==> src/rtl/spawn_scheduler.sv <==
// Frame-paced obstacle/coin spawn scheduler: issues one-hot obstacle requests with
// ack/timeout handling and a cooldown, plus independent per-lane coin pulses.
module spawn_scheduler #(
    parameter int NOBST       = 4,
    parameter int NCOIN       = 3,
    parameter int COOLDOWN    = 8,
    parameter int ACK_TIMEOUT = 4,
    parameter int THRESH      = 4
) (
    input  logic             clk,
    input  logic             rst,
    input  logic             frame_tick,
    input  logic             play,
    input  logic [19:0]      rnd,
    input  logic [NOBST-1:0] obst_active,
    input  logic [NCOIN-1:0] coin_active,
    output logic [NOBST-1:0] obst_spawn,
    output logic [NCOIN-1:0] coin_spawn,
    output logic [1:0]       state,
    output logic [15:0]      spawn_count,
    output logic [7:0]       miss_count
);

    localparam int         IW       = $clog2(NOBST);
    localparam logic [3:0] THRESH_L = 4'(THRESH);
    localparam logic [3:0] ACK_TO_L = 4'(ACK_TIMEOUT);
    localparam logic [7:0] COOL_L   = 8'(COOLDOWN);

    typedef enum logic [1:0] {
        S_IDLE   = 2'd0,
        S_READY  = 2'd1,
        S_FLIGHT = 2'd2,
        S_COOL   = 2'd3
    } state_t;

    state_t           state_q, state_d;
    logic [NOBST-1:0] obst_spawn_q, obst_spawn_d;
    logic [NCOIN-1:0] coin_spawn_q, coin_spawn_d;
    logic [15:0]      spawn_count_q, spawn_count_d;
    logic [7:0]       miss_count_q, miss_count_d;
    logic [IW-1:0]    last_idx_q, last_idx_d;
    logic [IW-1:0]    idx_q, idx_d;
    logic [3:0]       ack_cnt_q, ack_cnt_d;
    logic [7:0]       cool_cnt_q, cool_cnt_d;
    logic             acked_q, acked_d;

    logic [IW-1:0]    rnd_idx_s;
    logic [IW-1:0]    sel_idx_s;
    logic             fire_s;
    logic [NCOIN-1:0] coin_req_s;
    logic             unused_s;

    // Coin lane that shares the track with a given obstacle spawner.
    function automatic int lane_of(input logic [IW-1:0] i);
        return int'(i) % NCOIN;
    endfunction

    assign unused_s = ^rnd;

    // Spawner selection with repeat avoidance, fire decision and per-lane coin requests.
    always_comb begin
        rnd_idx_s = rnd[IW-1:0];
        if (rnd_idx_s == last_idx_q) begin
            sel_idx_s = last_idx_q + IW'(1);
        end else begin
            sel_idx_s = rnd_idx_s;
        end
        fire_s = (state_q == S_READY) && frame_tick && (rnd[7:4] < THRESH_L)
                 && (obst_active == {NOBST{1'b0}});
        coin_req_s = {NCOIN{1'b0}};
        for (int i = 0; i < NCOIN; i++) begin
            coin_req_s[i] = (rnd[8+3*i +: 3] == 3'b111) && !coin_active[i]
                            && !(fire_s && (lane_of(sel_idx_s) == i));
        end
    end

    // Next-state and next-output logic.
    always_comb begin
        state_d       = state_q;
        obst_spawn_d  = obst_spawn_q;
        coin_spawn_d  = {NCOIN{1'b0}};
        spawn_count_d = spawn_count_q;
        miss_count_d  = miss_count_q;
        last_idx_d    = last_idx_q;
        idx_d         = idx_q;
        ack_cnt_d     = ack_cnt_q;
        cool_cnt_d    = cool_cnt_q;
        acked_d       = acked_q;

        if (!play) begin
            state_d      = S_IDLE;
            obst_spawn_d = {NOBST{1'b0}};
        end else begin
            case (state_q)
                S_IDLE: begin
                    state_d      = S_READY;
                    obst_spawn_d = {NOBST{1'b0}};
                end
                S_READY: begin
                    if (fire_s) begin
                        obst_spawn_d = {{(NOBST-1){1'b0}}, 1'b1} << sel_idx_s;
                        idx_d        = sel_idx_s;
                        ack_cnt_d    = 4'd0;
                        acked_d      = 1'b0;
                        state_d      = S_FLIGHT;
                    end else begin
                        obst_spawn_d = {NOBST{1'b0}};
                    end
                end
                S_FLIGHT: begin
                    if (!acked_q) begin
                        // Ack wins over a timeout landing on the same cycle.
                        if (obst_active[idx_q]) begin
                            obst_spawn_d  = {NOBST{1'b0}};
                            last_idx_d    = idx_q;
                            acked_d       = 1'b1;
                            spawn_count_d = (spawn_count_q == 16'hFFFF) ? spawn_count_q
                                                                        : spawn_count_q + 16'd1;
                        end else if (frame_tick) begin
                            if (ack_cnt_q + 4'd1 >= ACK_TO_L) begin
                                obst_spawn_d = {NOBST{1'b0}};
                                miss_count_d = (miss_count_q == 8'hFF) ? miss_count_q
                                                                       : miss_count_q + 8'd1;
                                ack_cnt_d    = 4'd0;
                                cool_cnt_d   = COOL_L;
                                state_d      = S_COOL;
                            end else begin
                                ack_cnt_d = ack_cnt_q + 4'd1;
                            end
                        end else begin
                            ack_cnt_d = ack_cnt_q;
                        end
                    end else begin
                        if (obst_active == {NOBST{1'b0}}) begin
                            cool_cnt_d = COOL_L;
                            state_d    = S_COOL;
                        end else begin
                            state_d = S_FLIGHT;
                        end
                    end
                end
                S_COOL: begin
                    if (frame_tick) begin
                        if (cool_cnt_q <= 8'd1) begin
                            cool_cnt_d = 8'd0;
                            state_d    = S_READY;
                        end else begin
                            cool_cnt_d = cool_cnt_q - 8'd1;
                        end
                    end else begin
                        cool_cnt_d = cool_cnt_q;
                    end
                end
                default: begin
                    state_d      = S_IDLE;
                    obst_spawn_d = {NOBST{1'b0}};
                end
            endcase

            if ((state_q != S_IDLE) && frame_tick) begin
                coin_spawn_d = coin_req_s;
            end else begin
                coin_spawn_d = {NCOIN{1'b0}};
            end
        end
    end

    // State and output registers with synchronous reset.
    always_ff @(posedge clk) begin
        if (rst) begin
            state_q       <= S_IDLE;
            obst_spawn_q  <= {NOBST{1'b0}};
            coin_spawn_q  <= {NCOIN{1'b0}};
            spawn_count_q <= 16'd0;
            miss_count_q  <= 8'd0;
            last_idx_q    <= {IW{1'b0}};
            idx_q         <= {IW{1'b0}};
            ack_cnt_q     <= 4'd0;
            cool_cnt_q    <= 8'd0;
            acked_q       <= 1'b0;
        end else begin
            state_q       <= state_d;
            obst_spawn_q  <= obst_spawn_d;
            coin_spawn_q  <= coin_spawn_d;
            spawn_count_q <= spawn_count_d;
            miss_count_q  <= miss_count_d;
            last_idx_q    <= last_idx_d;
            idx_q         <= idx_d;
            ack_cnt_q     <= ack_cnt_d;
            cool_cnt_q    <= cool_cnt_d;
            acked_q       <= acked_d;
        end
    end

    assign obst_spawn  = obst_spawn_q;
    assign coin_spawn  = coin_spawn_q;
    assign state       = state_q;
    assign spawn_count = spawn_count_q;
    assign miss_count  = miss_count_q;

endmodule

==> config.mk <==
export PLATFORM = sky130hd
export DESIGN_NAME = spawn_scheduler
export DESIGN_NICKNAME = d
export VERILOG_FILES = /design/src/rtl/spawn_scheduler.sv
export SDC_FILE = /design/constraint.sdc
export NUM_CORES = 1
export LEC_CHECK = 0
export ABC_AREA = 1
export BUFFER_PORTS_ARGS = -buffer_cell sky130_fd_sc_hd__buf_2
export CAP_MARGIN = 20
export CORE_MARGIN = 4
export CORE_UTILIZATION = 59
export CTS_CLUSTER_DIAMETER = 50
export DETAILED_ROUTE_END_ITERATION = 7
export GPL_TIMING_DRIVEN = 0
export HOLD_SLACK_MARGIN = 0.02
export PLACE_DENSITY = 0.9
export SLEW_MARGIN = 5
export SYNTH_ARGS = -nofsm -noshare
export SYNTH_HDL_FRONTEND = slang
export SYNTH_SLANG_ARGS = --single-unit
==> constraint.sdc <==
create_clock -name clk -period 4.2 [get_ports clk]
set_input_delay 0.63 -clock clk [delete_from_list [all_inputs] [get_ports clk]]
set_output_delay 0.63 -clock clk [all_outputs]
set_load 0.1 [all_outputs]
==> impl_metrics.ini <==
[clocking]
cts_tree = yes
hold_buffers = 0
ctsRootBufferMaster = clkbuf_8
htreeDepth = 2
clk_latency_ps = 310
cts.repair.resized = 0
clkSinkCount = 50
clk_pin_slew_ps = 100
cts_made_buffers = 5
cts.path.max_buffers = 2
post-cts-setup-buffers = 0

[global_route]
grt-ovfl-total = 0
grt_pass1_vias = 2745
antenna_found_initial = 0
grt_pass1_wl_mm = 11.74
grtUsageTotal_pct = 23.11
grt_max_degree = 16

[synth]
synthFlopType = dfxtp_1
synth_edf_count = 0
synth_top_area_share_pct = 33.63
synth_area_leaders = dfxtp_1 34%, nand2_1 14%, nor2_1 9.1%, inv_1 7.1%, nand3_1 6.2%
synth-compound-area-share_pct = 9.542
synthXorXnorAreaFrac_pct = 5.002
synthMuxAreaShare_pct = 0
synthAdderAreaFrac_pct = 5.464
post-synth-top-count-cell = nand2_1
syn-instance-count = 449
ys_seq_elements = 50
synth_largest_area_cell = dfxtp_1
synth_area_um2 = 2977
yosysSeqAreaShare_pct = 33.63
syn_nets = 493
postSynth.asyncResetShare_pct = 0
synth-simple-area-share_pct = 37.12
yosysWarnings = 0
avgSynthCellArea_um2 = 6.629
synth_common_cells = 108 x nand2_1, 72 x nor2_1, 56 x inv_1, 50 x dfxtp_1, 37 x nand3_1
synth_top_family_by_area = simple AND/OR/NAND/NOR gates
synth_cell_types = 29

[routing]
via_per_inst = 5.131
routedWlPerCell_um = 12.04
drc = 0
drt-initial-drc-count = 172
drt_wl_total_mm = 6.986
antenna_left = 0
vias = 2976
drt-pass1-iter-count = 4

[timing]
period_share_pct = 49.02
relSlewSlack_pct = 63.11
rsz0062_at_grt = false
fin_crit_ps = 2059
setup_viol = 0
maxSlewViolCount = 0
max_freq_mhz = 485.7
fin_tns_setup_ps = 0
hold_violations = 0
finClkSkew_ps = 9.791
worst_pin_slew_ps = 553.4

[power]
p_int_uw = 700.7
power_frac_seq_pct = 47.1
swShare_pct = 35.71
p_per_area_nw_per_um2 = 318.0
switchingPower_uw = 389.2
p_comb_share_pct = 27.1
leakagePower_uw = 0.001714
max-vdd-ir-drop_mv = 0.1958
clock_power_share_pct = 25.8

[setup_path]
crit_fanout = 9
required_ps = 4410
arrival_ps = 2270
reg2regPathDepth = 13
path_class = register to register
cp-start-kind = register
crit_path_end_kind = register

[cells_and_area]
nets = 556
syn_to_final_growth_pct = 15.13
finalInstanceArea_um2 = 3427
n_fill_cell = 439
drive_above_1_share_pct = 17.74
n_antenna_cell = 0
post-route-util_pct = 71.14

[placement]
io_buffers = 56
hpwlAfterDp_mm = 5.268
place_congestion = 0.8944
placed_cell_area_um2 = 3341

[die]
io_pins = 64
num_rows = 25
die_x_um = 79.03
initial_core_util_pct = 61.79
die_area_um2 = 6246
die_h_um = 79.03
fp.coreArea_um2 = 4817

[job]
cap_violations = 0

[hold_path]
holdPathStages = 2
hold_class = primary input to register

[status]
status = complete, no violations
cells in the final DEF, fill, tap and decap left out:
cell        n
inv_2       4
or2_2       1
nor4_1      3
nor2_8      1
nand3_2     1
clkinv_4    1
buf_2      58
a21o_1      1
nor3_1      5
nand3_4     2
nand2_4     2
nand3_1    37
nand2_2     6
nand2_1   108
dfxtp_1    50
ha_1       13
o21ai_0    19
nand4_1     9
clkbuf_8    5
buf_1       1
inv_1      56
nor2_1     72
clkbuf_1    4
a21oi_2     5
clkinv_2    2
xor2_1      9
a21oi_1    26
buf_12      1
nor2_2      2
a22oi_1     1
xnor2_1     8
flip-flops by register name, summed over array words and instances, names as in the netlist:
register and count:
acked_q 1, obst_spawn 4, last_idx_q 2, cool_cnt_q 8, ack_cnt_q 4, spawn_count 16, coin_spawn 3, state 2
miss_count 8, idx_q 2
logic make-up (layout without fill, tap and decap cells):
logic type | Yosys count | in the layout
xor+xnor | 17 | 17
simple gates | 249 | 249
buf+inv | 68 | 132
flops | 50 | 50
compound gates | 52 | 52
fa+ha+maj | 13 | 13
per-stage QoR:
stage / total power [µW] / setup slack [ps] / std cells / hold slack [ps]
5_1_grt: 1153 / 1901 / 580 / 461.8
3_3_place_gp: 800.4 / 2259 / 572 / 446.9
3_5_place_dp: 815.5 / 2149 / 572 / 461.3
4_1_cts: 1095 / 2140 / 580 / 468.6
6_report: 1090 / 2141 / 580 / 466.9
2_1_floorplan: 751.2 / 1722 / 449 / 438.0
final cells by class:
class | count | area, µm² | area share, %
multi-input combinational | 331 | 1700 | 49.62
sequential | 50 | 1001 | 29.21
timing repair buffer | 56 | 280.3 | 8.178
inverter | 61 | 230.2 | 6.718
tap | 67 | 83.83 | 2.446
clock buffer | 6 | 72.57 | 2.118
buffer | 7 | 45.04 | 1.314
clock inverter | 2 | 13.76 | 0.4016
power by group through the flow:
stage,Sequential [µW],Clock [µW],Combinational (µW)
floorplan,579,0,172
global placement,523,0,277
detailed placement,525,0,291
CTS,514,287,294
global route,518,308,327
finish,514,281,295
critical path, cell delays in order (launching register included):
cell and delay [ps]:
dfxtp_1 390, inv_1 90, ha_1 190, buf_2 170
nand2_2 120, nand2_1 90, a21oi_1 160, nand2_1 70
inv_1 60, nand2_1 150, inv_1 260, nand2_1 90
nand2_1 70, nor2_1 40
metal layers:
layer | global-route usage, % | up-vias | routed length [µm]
li1 | - | 1545 | -
met1 | 26.59 | 1358 | 2871
met2 | 42.68 | 63 | 3753
met3 | 4.308 | 10 | 285
met4 | 7.560 | 0 | 76
met5 | 0 | - | 0
path summary, 6_finish.rpt:
| check | startpoint | endpoint | slack [ps] |
|---|---|---|---|
| setup / recovery | state[0] | cool_cnt_q[6] | 2140 |
| hold / removal | coin_active[2] | coin_spawn[2] | 470 |
| setup reg to reg | state[0] | cool_cnt_q[6] | 2140 |
| hold reg to reg | ack_cnt_q[3] | ack_cnt_q[3] | 480 |
No activity file was read; power rests on OpenSTA's default activity.
